**src/rtl/saph_vga_pkg.sv**
```systemverilog
// Types shared between the per-axis VGA timing generator and its measurer.
// Phase order matches the generator: FP -> VID -> BP -> SYNC -> FP.
package saph_vga_pkg;

  typedef enum logic [1:0] {
    FP   = 2'd0,
    VID  = 2'd1,
    BP   = 2'd2,
    SYNC = 2'd3
  } saph_vga_phase_t;

  // Successor of a phase in generator order (SYNC wraps back to FP).
  function automatic saph_vga_phase_t saph_vga_next_phase(input saph_vga_phase_t p);
    return saph_vga_phase_t'(p + 2'd1);
  endfunction

endpackage

```
**src/rtl/saph_vga_timing_meas.sv**
```systemverilog
// Single-axis VGA timing measurer: recovers FP/VID/BP/SYNC run lengths
// (published as length-1) from vid_en/sync_en and tracks lock on a stable timing.
module saph_vga_timing_meas
  import saph_vga_pkg::*;
#(
  parameter int width      = 9,
  parameter int lock_count = 3
) (
  input  logic             clk,
  input  logic             rst,
  input  logic             inc,
  input  logic             vid_en,
  input  logic             sync_en,
  output logic [width-1:0] fp_width,
  output logic [width-1:0] vid_width,
  output logic [width-1:0] bp_width,
  output logic [width-1:0] sync_width,
  output logic             valid,
  output logic             locked,
  output logic             err,
  output logic             wrap
);

  localparam int MW = (lock_count < 1) ? 1 : $clog2(lock_count + 1);
  localparam logic [MW-1:0]    LOCK_N  = MW'(lock_count);
  localparam logic [width-1:0] CNT_MAX = '1;

  logic             hunt_q, hunt_d;
  logic             sync_seen_q, sync_seen_d;
  saph_vga_phase_t  phase_q, phase_d;
  logic [width-1:0] cnt_q, cnt_d;
  saph_vga_phase_t  cls;
  logic             ev_err, ev_adv, ev_wrap;

  // A gap sample extends FP after SYNC/FP and BP after VID/BP.
  always_comb begin
    if (sync_en)                              cls = SYNC;
    else if (vid_en)                          cls = VID;
    else if (phase_q == SYNC || phase_q == FP) cls = FP;
    else                                      cls = BP;
  end

  // State register.
  always_ff @(posedge clk) begin
    if (rst) begin
      hunt_q      <= 1'b1;
      sync_seen_q <= 1'b0;
      phase_q     <= FP;
      cnt_q       <= '0;
    end else begin
      hunt_q      <= hunt_d;
      sync_seen_q <= sync_seen_d;
      phase_q     <= phase_d;
      cnt_q       <= cnt_d;
    end
  end

  // Next state: only the successor phase is a legal change.
  always_comb begin
    hunt_d      = hunt_q;
    sync_seen_d = sync_seen_q;
    phase_d     = phase_q;
    cnt_d       = cnt_q;
    ev_err      = 1'b0;
    ev_adv      = 1'b0;
    ev_wrap     = 1'b0;
    if (inc) begin
      if (hunt_q) begin
        if (sync_en) begin
          sync_seen_d = 1'b1;
        end else if (sync_seen_q) begin
          hunt_d      = 1'b0;
          sync_seen_d = 1'b0;
          phase_d     = FP;
          cnt_d       = '0;
        end
      end else if (vid_en && sync_en) begin
        ev_err = 1'b1;
      end else if (cls == phase_q) begin
        if (cnt_q == CNT_MAX) ev_err = 1'b1;
        else                  cnt_d  = cnt_q + 1'b1;
      end else if (cls == saph_vga_next_phase(phase_q)) begin
        ev_adv  = 1'b1;
        ev_wrap = (phase_q == SYNC);
        phase_d = cls;
        cnt_d   = '0;
      end else begin
        ev_err = 1'b1;
      end
      if (ev_err) begin
        hunt_d      = 1'b1;
        sync_seen_d = 1'b0;
        cnt_d       = '0;
      end
    end
  end

  // Pulse outputs; reset masks any coincident event.
  always_comb begin
    err  = ev_err  & ~rst;
    wrap = ev_wrap & ~rst;
  end

  // Shadow bank for FP/VID/BP; the SYNC length is taken live from cnt_q.
  for (genvar gi = 0; gi < 3; gi++) begin : g_shadow
    logic [width-1:0] sh_q;
    always_ff @(posedge clk) begin
      if (rst)                                  sh_q <= '0;
      else if (ev_adv && (phase_q == 2'(gi)))   sh_q <= cnt_q;
    end
  end

  logic [width-1:0] fp_q, fp_d, vid_q, vid_d, bp_q, bp_d, sy_q, sy_d;
  logic             valid_q, valid_d, locked_q, locked_d;
  logic [MW-1:0]    match_q, match_d;
  logic             cand_diff;

  assign cand_diff = (g_shadow[0].sh_q != fp_q) || (g_shadow[1].sh_q != vid_q) ||
                     (g_shadow[2].sh_q != bp_q) || (cnt_q != sy_q);

  always_comb begin
    fp_d     = fp_q;
    vid_d    = vid_q;
    bp_d     = bp_q;
    sy_d     = sy_q;
    valid_d  = valid_q;
    locked_d = locked_q;
    match_d  = match_q;
    if (ev_err) begin
      match_d  = '0;
      locked_d = 1'b0;
    end else if (ev_wrap) begin
      if (!valid_q || cand_diff) begin
        fp_d     = g_shadow[0].sh_q;
        vid_d    = g_shadow[1].sh_q;
        bp_d     = g_shadow[2].sh_q;
        sy_d     = cnt_q;
        valid_d  = 1'b1;
        match_d  = '0;
        locked_d = 1'b0;
      end else begin
        if (match_q != LOCK_N) match_d = match_q + 1'b1;
        locked_d = (match_d == LOCK_N);
      end
    end
  end

  always_ff @(posedge clk) begin
    if (rst) begin
      fp_q     <= '0;
      vid_q    <= '0;
      bp_q     <= '0;
      sy_q     <= '0;
      valid_q  <= 1'b0;
      locked_q <= 1'b0;
      match_q  <= '0;
    end else begin
      fp_q     <= fp_d;
      vid_q    <= vid_d;
      bp_q     <= bp_d;
      sy_q     <= sy_d;
      valid_q  <= valid_d;
      locked_q <= locked_d;
      match_q  <= match_d;
    end
  end

  assign fp_width   = fp_q;
  assign vid_width  = vid_q;
  assign bp_width   = bp_q;
  assign sync_width = sy_q;
  assign valid      = valid_q;
  assign locked     = locked_q;

endmodule

```
**config.mk**
```make
export PLATFORM = sky130hd
export DESIGN_NAME = saph_vga_timing_meas
export DESIGN_NICKNAME = d
export VERILOG_FILES = /design/src/rtl/saph_vga_pkg.sv /design/src/rtl/saph_vga_timing_meas.sv
export SDC_FILE = /design/constraint.sdc
export NUM_CORES = 1
export LEC_CHECK = 0
export ABC_CLOCK_PERIOD_IN_PS = 2700
export BUFFER_PORTS_ARGS = -buffer_cell sky130_fd_sc_hd__buf_2
export CORE_MARGIN = 4
export CORE_UTILIZATION = 50
export CTS_BUF_LIST = sky130_fd_sc_hd__clkbuf_4 sky130_fd_sc_hd__clkbuf_8 sky130_fd_sc_hd__clkbuf_16
export CTS_CLUSTER_DIAMETER = 120
export CTS_CLUSTER_SIZE = 16
export DETAILED_ROUTE_END_ITERATION = 12
export PLACE_DENSITY = 0.69
export SETUP_SLACK_MARGIN = 0.1
export SLEW_MARGIN = 20
export SYNTH_ARGS = -nofsm -noshare
export SYNTH_HDL_FRONTEND = slang
export SYNTH_SLANG_ARGS = --single-unit
```
**constraint.sdc**
```tcl
create_clock -name clk -period 2.7 [get_ports clk]
set_input_delay 0 -clock clk [delete_from_list [all_inputs] [get_ports clk]]
set_output_delay 0 -clock clk [all_outputs]
set_load 0.01 [all_outputs]
```
==> results of run 1 <==
==> critical path: stages, from the launching register on <==
cell and delay [ns]:
dfxtp_1 0.35, inv_1 0.09, ha_1 0.39, nor4bb_4 0.21, o31a_1 0.30, o21a_1 0.14, buf_12 0.19, a32o_1 0.28
a311o_1 0.32
==> registers in the layout (all words and copies together) (netlist names) <==
name,cells
bp_width,9
g_shadow.sh_q,27
fp_width,9
vid_width,9
sync_seen_q,1
valid,1
phase_q,2
locked,1
match_q,2
hunt_q,1
sync_width,9
cnt_q,9
==> worst min path at each step <==
stage	end	slack (ns)	depth (start not counted)
finish	sync_seen_q	0.07	3
global route	sync_seen_q	0.09	3
CTS	sync_seen_q	0.05	3
detailed placement	sync_seen_q	0.37	3
global placement	sync_seen_q	0.36	3
floorplan	sync_seen_q	0.15	2
==> cell families (layout without fill, tap and decap cells) <==
group                    after synthesis  in the layout  share of synthesized area
AO/OA/AOI/OAI                        165            165                      0.286
adder cells (fa/ha/maj)                6              6                     0.0156
multiplexers                           3              3                    0.00649
XOR/XNOR                              40             40                     0.0727
flip-flops                            80             80                      0.332
buffers and inverters                 73             99                     0.0740
AND/OR/NAND/NOR                      201            201                      0.213
==> routing by layer <==
metal / track usage / vias to the layer above
met3: 0.0352 / 24
met4: 0.0962 / 0
met2: 0.381 / 201
li1: - / 2182
met1: 0.355 / 2230
met5: 0 / -
==> power breakdown <==
group / internal [mW] / leakage (nW) / switching, mW
Clock: 0.478 / 0.108 / 0.470
Sequential: 1.18 / 0.644 / 0.00114
Combinational: 0.0175 / 1.10 / 0.0635
Total: 1.68 / 1.85 / 0.535
==> synth_stat cells (all sizes together) (4+ instances only) <==
cell / count
a21oi: 36
a311o: 35
a311oi: 28
a31oi: 7
a32o: 35
buf: 27
clkbuf: 37
dfxtp: 80
ha: 6
inv: 9
nand2: 77
nand3: 40
nand4: 12
nor2: 15
nor2b: 38
nor3: 4
o21ai: 7
xnor2: 36
xor2: 4
==> area by class of cell <==
class / count / area, µm²
fill: 854 / 3950
multi-input combinational: 415 / 2920
sequential: 80 / 1600
timing repair buffer: 74 / 460
tap: 129 / 161
clock buffer: 12 / 153
clock inverter: 4 / 52.6
inverter: 9 / 33.8
==> through the flow <==
step | util | std cells | total power, mW | area (µm²) | hold WS (ns)
final | 0.577 | 723 | 2.21 | 5380 | 0.0702
after global routing | 0.577 | 723 | 2.27 | 5380 | 0.0925
after CTS | 0.574 | 723 | 2.21 | 5350 | 0.0488
after detailed placement | 0.551 | 706 | 1.28 | 5140 | 0.371
after global placement | 0.551 | 706 | 1.28 | 5140 | 0.363
after floorplan | - | 568 | 1.26 | 4820 | 0.154
==> timing repair <==
action / CTS / global route
setup buffers: 0 / 0
hold endpoints to repair: 1 / 0
endpoints found under the setup margin: 0 / 24
hold buffers: 1 / 0
gates resized for setup: 0 / 3
==> results.json, run 1 <==
{
  "drt_iter0_markers": 418,
  "setup.worst_path.class": "flip-flop to flip-flop",
  "cts-buffers-inserted": 9,
  "final_nets": 600,
  "final_common_cell": "dfxtp_1",
  "antenna_found_initial": 0,
  "num_antenna_cells": 0,
  "worstSetupEndpointType": "flip-flop",
  "overflow": 0,
  "slew_headroom": 0.445,
  "yosys_register_bits": 80,
  "wl_met1_um": 6380,
  "synthToLayoutAreaGrowth_pct": 11.6,
  "vias_per_cell": 6.41,
  "wl_met3_um": 958,
  "reg2reg_from": "phase_q[0]",
  "worstReg2RegEnd": "bp_width[8]",
  "syn_area_per_cell_um2": 8.49,
  "num_vias": 4637,
  "gp_congestion": 0.860,
  "top_layer_used": "met4",
  "clkTransAtPathRegs_ns": 0.08,
  "holdCritPathClass": "input port to flip-flop",
  "synth_ff_type": "dfxtp_1",
  "port_buffers": 44,
  "dp_slack_ns": 0.262,
  "synth_warnings": 0,
  "regToRegSetupSlack_ns": 0.32,
  "fmax_ghz": 0.420,
  "wire_per_inst_um": 19.3,
  "yosysTopAreaCellShare": 0.332,
  "crit_arrival_ns": 2.63,
  "clockBufferDepth": 2,
  "hold_violations": 0,
  "dp_hpwl_um": 9250,
  "dr.pass1.iters": 5,
  "synth.distinct_cells": 52,
  "grt_pass1_vias": 4335,
  "start_kind": "flip-flop",
  "cap_violations": 0,
  "fin_ws_ns": 0.318,
  "peakVddDrop_mv": 0.246,
  "start_util": 0.517,
  "mostFrequentLayoutCells": "80 x dfxtp_1, 77 x nand2_1, 44 x buf_2, 40 x nand3_1, 38 x nor2b_1",
  "cts_tree": "yes",
  "rsz0062_at_grt": "false",
  "ant_nets": 0,
  "period_needed_ns": 2.38,
  "drc_errors": 0,
  "grt_max_degree": 75,
  "coreArea_um2": 9330,
  "post-route-period-util": 0.882,
  "clock_sinks": 80,
  "yosysSeqAreaShare": 0.332,
  "powerDensity_nw_per_um2": 411,
  "min_from": "sync_en",
  "postSynthCellCount": 568,
  "path_max_fanout": 36,
  "std_cell_rows": 35,
  "synth-edff-count": 0,
  "grt_pass1_wl_um": 22700,
  "p_leak_nw": 1.85,
  "drt_wl_total_um": 14000,
  "final_max_slew_viol_count": 0,
  "crit_start": "phase_q[0]",
  "grt_usage": 0.249,
  "ys_top_cells_by_area": "dfxtp_1 33%, a311o_1 7.3%, a32o_1 7.3%, xnor2_1 6.5%, nand2_1 6.0%",
  "synth_top_area_cell": "dfxtp_1",
  "setup_violations": 0,
  "synth_nets": 579,
  "dieArea_um2": 11300,
  "synth_area_um2": 4820,
  "io_pins": 45,
  "skew_ns": 0.0162,
  "clkLatencyLatePin_ns": 0.36,
  "die_w_um": 106,
  "fp.dieH_um": 106,
  "cp_data_required_time_ns": 2.94,
  "reg2regPathDepth": 8,
  "drive_above_1_share": 0.173,
  "ctsRootBufferMaster": "clkbuf_8",
  "crit_end": "bp_width[8]",
  "fin_setup_tns_ns": 0,
  "route.met2.wl_um": 6330,
  "worst_slew_pin_slew_ns": 0.832,
  "ys_async_sr_fraction": 0,
  "h-tree-depth": 3,
  "outcome": "completed"
}
Power figures use the tool's default switching activity.
==> run 2: changes to the inputs <==
- ABC_AREA: unset -> 1
- CORE_UTILIZATION: 50 -> 59
- CTS_CLUSTER_SIZE: 16 -> 14
- PLACE_DENSITY: 0.69 -> 0.8
==> run 2 against run 1 <==
Against the previous run: global-route usage is 0.91 points lower; die area shrank 24%; utilization up 11 points; sequential share of layout area rose by 4.2 points; fmax is 3.1% lower; sequential power hardly changed.
==> results.json, run 2 <==
{
  "synth_top_area_cell": "dfxtp_1",
  "clock_sinks": 80,
  "antenna_found_initial": 0,
  "fmax_ghz": 0.407,
  "crit_family": "buffers and inverters",
  "synthMuxAreaShare": 0,
  "cp_data_required_time_ns": 2.70,
  "holdCritPathClass": "input port to flip-flop",
  "cts-resized-gates": 0,
  "cts-buffers-inserted": 9,
  "final_common_cell": "nand2_1",
  "synth_top_family_by_area": "simple AND/OR/NAND/NOR gates",
  "final_cell_area_um2": 4710,
  "regArea_um2": 1600,
  "start_util": 0.611,
  "synth_ff_type": "dfxtp_1",
  "wire_per_inst_um": 12.9,
  "grt_pass1_vias": 3565,
  "post-route-period-util": 0.910,
  "crit_start": "phase_q[0]",
  "vias_per_cell": 5.28,
  "cpMaxStageDelayCell": "dfxtp_1",
  "synth_warnings": 0,
  "ys_async_sr_fraction": 0,
  "slew_headroom": 0.678,
  "path_common_cell": "inv_1",
  "p_leak_nw": 2.06,
  "fp.dieH_um": 92.4,
  "crit_buf_inv": 4,
  "postSynthCellCount": 636,
  "reg2reg_from": "cnt_q[5]",
  "grt_usage": 0.240,
  "crit_end": "wrap",
  "clkTransAtPathRegs_ns": 0.08,
  "ant_nets": 0,
  "yosys_register_bits": 80,
  "io_pins": 45,
  "worstReg2RegEnd": "bp_width[1]",
  "largest_reg_flops": 27,
  "fin_setup_tns_ns": 0,
  "dpl-instance-area_um2": 4460,
  "num_vias": 4092,
  "yosysTopAreaCellShare": 0.381,
  "regToRegSetupSlack_ns": 0.60,
  "drt_iter0_markers": 325,
  "syn_area_per_cell_um2": 6.60,
  "cap_violations": 0,
  "std_cell_rows": 30,
  "setup_violations": 0,
  "drt_wl_total_um": 10000,
  "yosysSeqAreaShare": 0.381,
  "worst_slew_pin_slew_ns": 0.481,
  "crit_arrival_ns": 2.46,
  "hold_violations": 0,
  "h-tree-depth": 3,
  "synthToLayoutAreaGrowth_pct": 12.1,
  "hold_ws_ns": 0.134,
  "port_buffers": 44,
  "skew_ns": 0.0146,
  "slowest_delay_ns": 0.42,
  "ys_top_cells_by_area": "dfxtp_1 38%, nand2_1 15%, a21oi_1 8.1%, inv_1 7.1%, nor2_1 6.4%",
  "synth-edff-count": 0,
  "ctsRootBufferMaster": "clkbuf_8",
  "cp_cell_sequence": "inv_1 -> ha_1 -> o21ai_1 -> nand3_4 -> nor2_4 -> buf_12 -> inv_1 -> nor2_1 -> buf_2",
  "synth_xor_area_frac": 0.0146,
  "cts_setup_buffers": 0,
  "grt_pass1_wl_um": 16600,
  "synth_compound_area_frac": 0.160,
  "synthAdderAreaFrac": 0.0179,
  "fin_ws_ns": 0.242,
  "critical_path_depth": 9,
  "synthSimpleGateAreaFrac": 0.308,
  "reg2regPathDepth": 12,
  "synth_nets": 647,
  "clockBufferDepth": 2,
  "dieArea_um2": 8530,
  "num_antenna_cells": 0,
  "rsz0062_at_grt": "false",
  "peakVddDrop_mv": 0.313,
  "cts_tree": "yes",
  "synth.distinct_cells": 30,
  "yosysMostFrequentCell": "nand2_1",
  "power.total_mw": 2.32,
  "top_register": "g_shadow.sh_q",
  "synth_area_um2": 4200,
  "worstSetupEndpointType": "output port",
  "clkLatencyLatePin_ns": 0.36,
  "grt_max_degree": 58,
  "coreArea_um2": 6870,
  "outcome": "completed",
  "period_needed_ns": 2.46,
  "die_w_um": 92.4,
  "min_from": "vid_en",
  "dr.pass1.iters": 4,
  "overflow": 0,
  "path_max_fanout": 56,
  "drc_errors": 0,
  "dp_hpwl_um": 6900,
  "final_max_slew_viol_count": 0,
  "start_kind": "flip-flop",
  "powerDensity_nw_per_um2": 492,
  "multi_input_area_um2": 2100,
  "fill_cells": 598,
  "drive_above_1_share": 0.131,
  "dp_slack_ns": 0.604,
  "final_nets": 685,
  "synthTopCellsByCount": "164 x nand2_1, 80 x dfxtp_1, 80 x inv_1",
  "setup.worst_path.class": "flip-flop to output port",
  "mostFrequentLayoutCells": "164 x nand2_1, 80 x inv_1, 80 x dfxtp_1, 72 x nor2_1, 68 x a21oi_1",
  "gp_congestion": 0.854
}
run 2: changes by cell type in the layout (fill, tap and decap cells not counted), moves of 32 or more:
cell     delta
a21oi_1    +32
a311o_1    -35
a32o_1     -35
inv_1      +73
nand2_1    +87
nor2_1     +58
nor2b_1    -38
o21ai_0    +36
xnor2_1    -33
run 2: where the power goes:
part	total [mW]	internal, mW	switching (mW)	leakage [nW]
Sequential	1.20	1.19	0.00799	0.645
Clock	0.995	0.536	0.459	0.114
Combinational	0.127	0.0415	0.0855	1.30
run 2: worst reg2reg max path, stage by stage (launching register included):
cell and delay, ns:
dfxtp_1 0.36, inv_1 0.20, nand2_1 0.11, nand2_1 0.05
nor2_1 0.14, nand2_1 0.06, nor2_1 0.10, nand2_1 0.09
inv_2 0.08, nand3_4 0.28, buf_12 0.31, a21oi_1 0.16
nor2_1 0.06
run 2: cells by family (layout without fill, tap and decap cells):
logic type	count (synthesis)	after routing
simple gates	306	306
fa+ha+maj	6	6
compound gates	125	125
xor+xnor	7	7
buf+inv	112	155
flops	80	80
run 2: repair_timing:
action	4_1_cts	5_1_grt
endpoints found under the setup margin	0	0
hold buffers	3	0
hold endpoints to repair	6	0
run 2: worst min path at each step:
stage	end	depth (start not counted)	slack, ns
after detailed placement	hunt_q	2	0.32
after floorplan	err	2	0.14
after CTS	phase_q[1]	6	0.12
after global placement	phase_q[0]	2	0.31
final	phase_q[1]	6	0.13
after global routing	hunt_q	4	0.18
run 2: routing by layer:
layer / up-vias / wire length (µm) / share of wire / GRT usage
met1: 1846 / 4360 / 0.44 / 0.320
met4: 0 / 290 / 0.029 / 0.110
met2: 132 / 4830 / 0.48 / 0.390
met5: - / 0 / 0 / 0
met3: 31 / 534 / 0.053 / 0.0276
li1: 2083 / - / - / -
run 2: layout make-up:
type | count | area share
multi-input combinational | 444 | 0.447
clock buffer | 10 | 0.0279
timing repair buffer | 54 | 0.0723
sequential | 80 | 0.340
inverter | 85 | 0.0678
tap | 96 | 0.0255
clock inverter | 6 | 0.0194
run 2: per-stage QoR:
stage	cells	util
floorplan	636	-
global placement	756	0.649
detailed placement	756	0.649
CTS	775	0.685
global route	775	0.685
finish	775	0.685
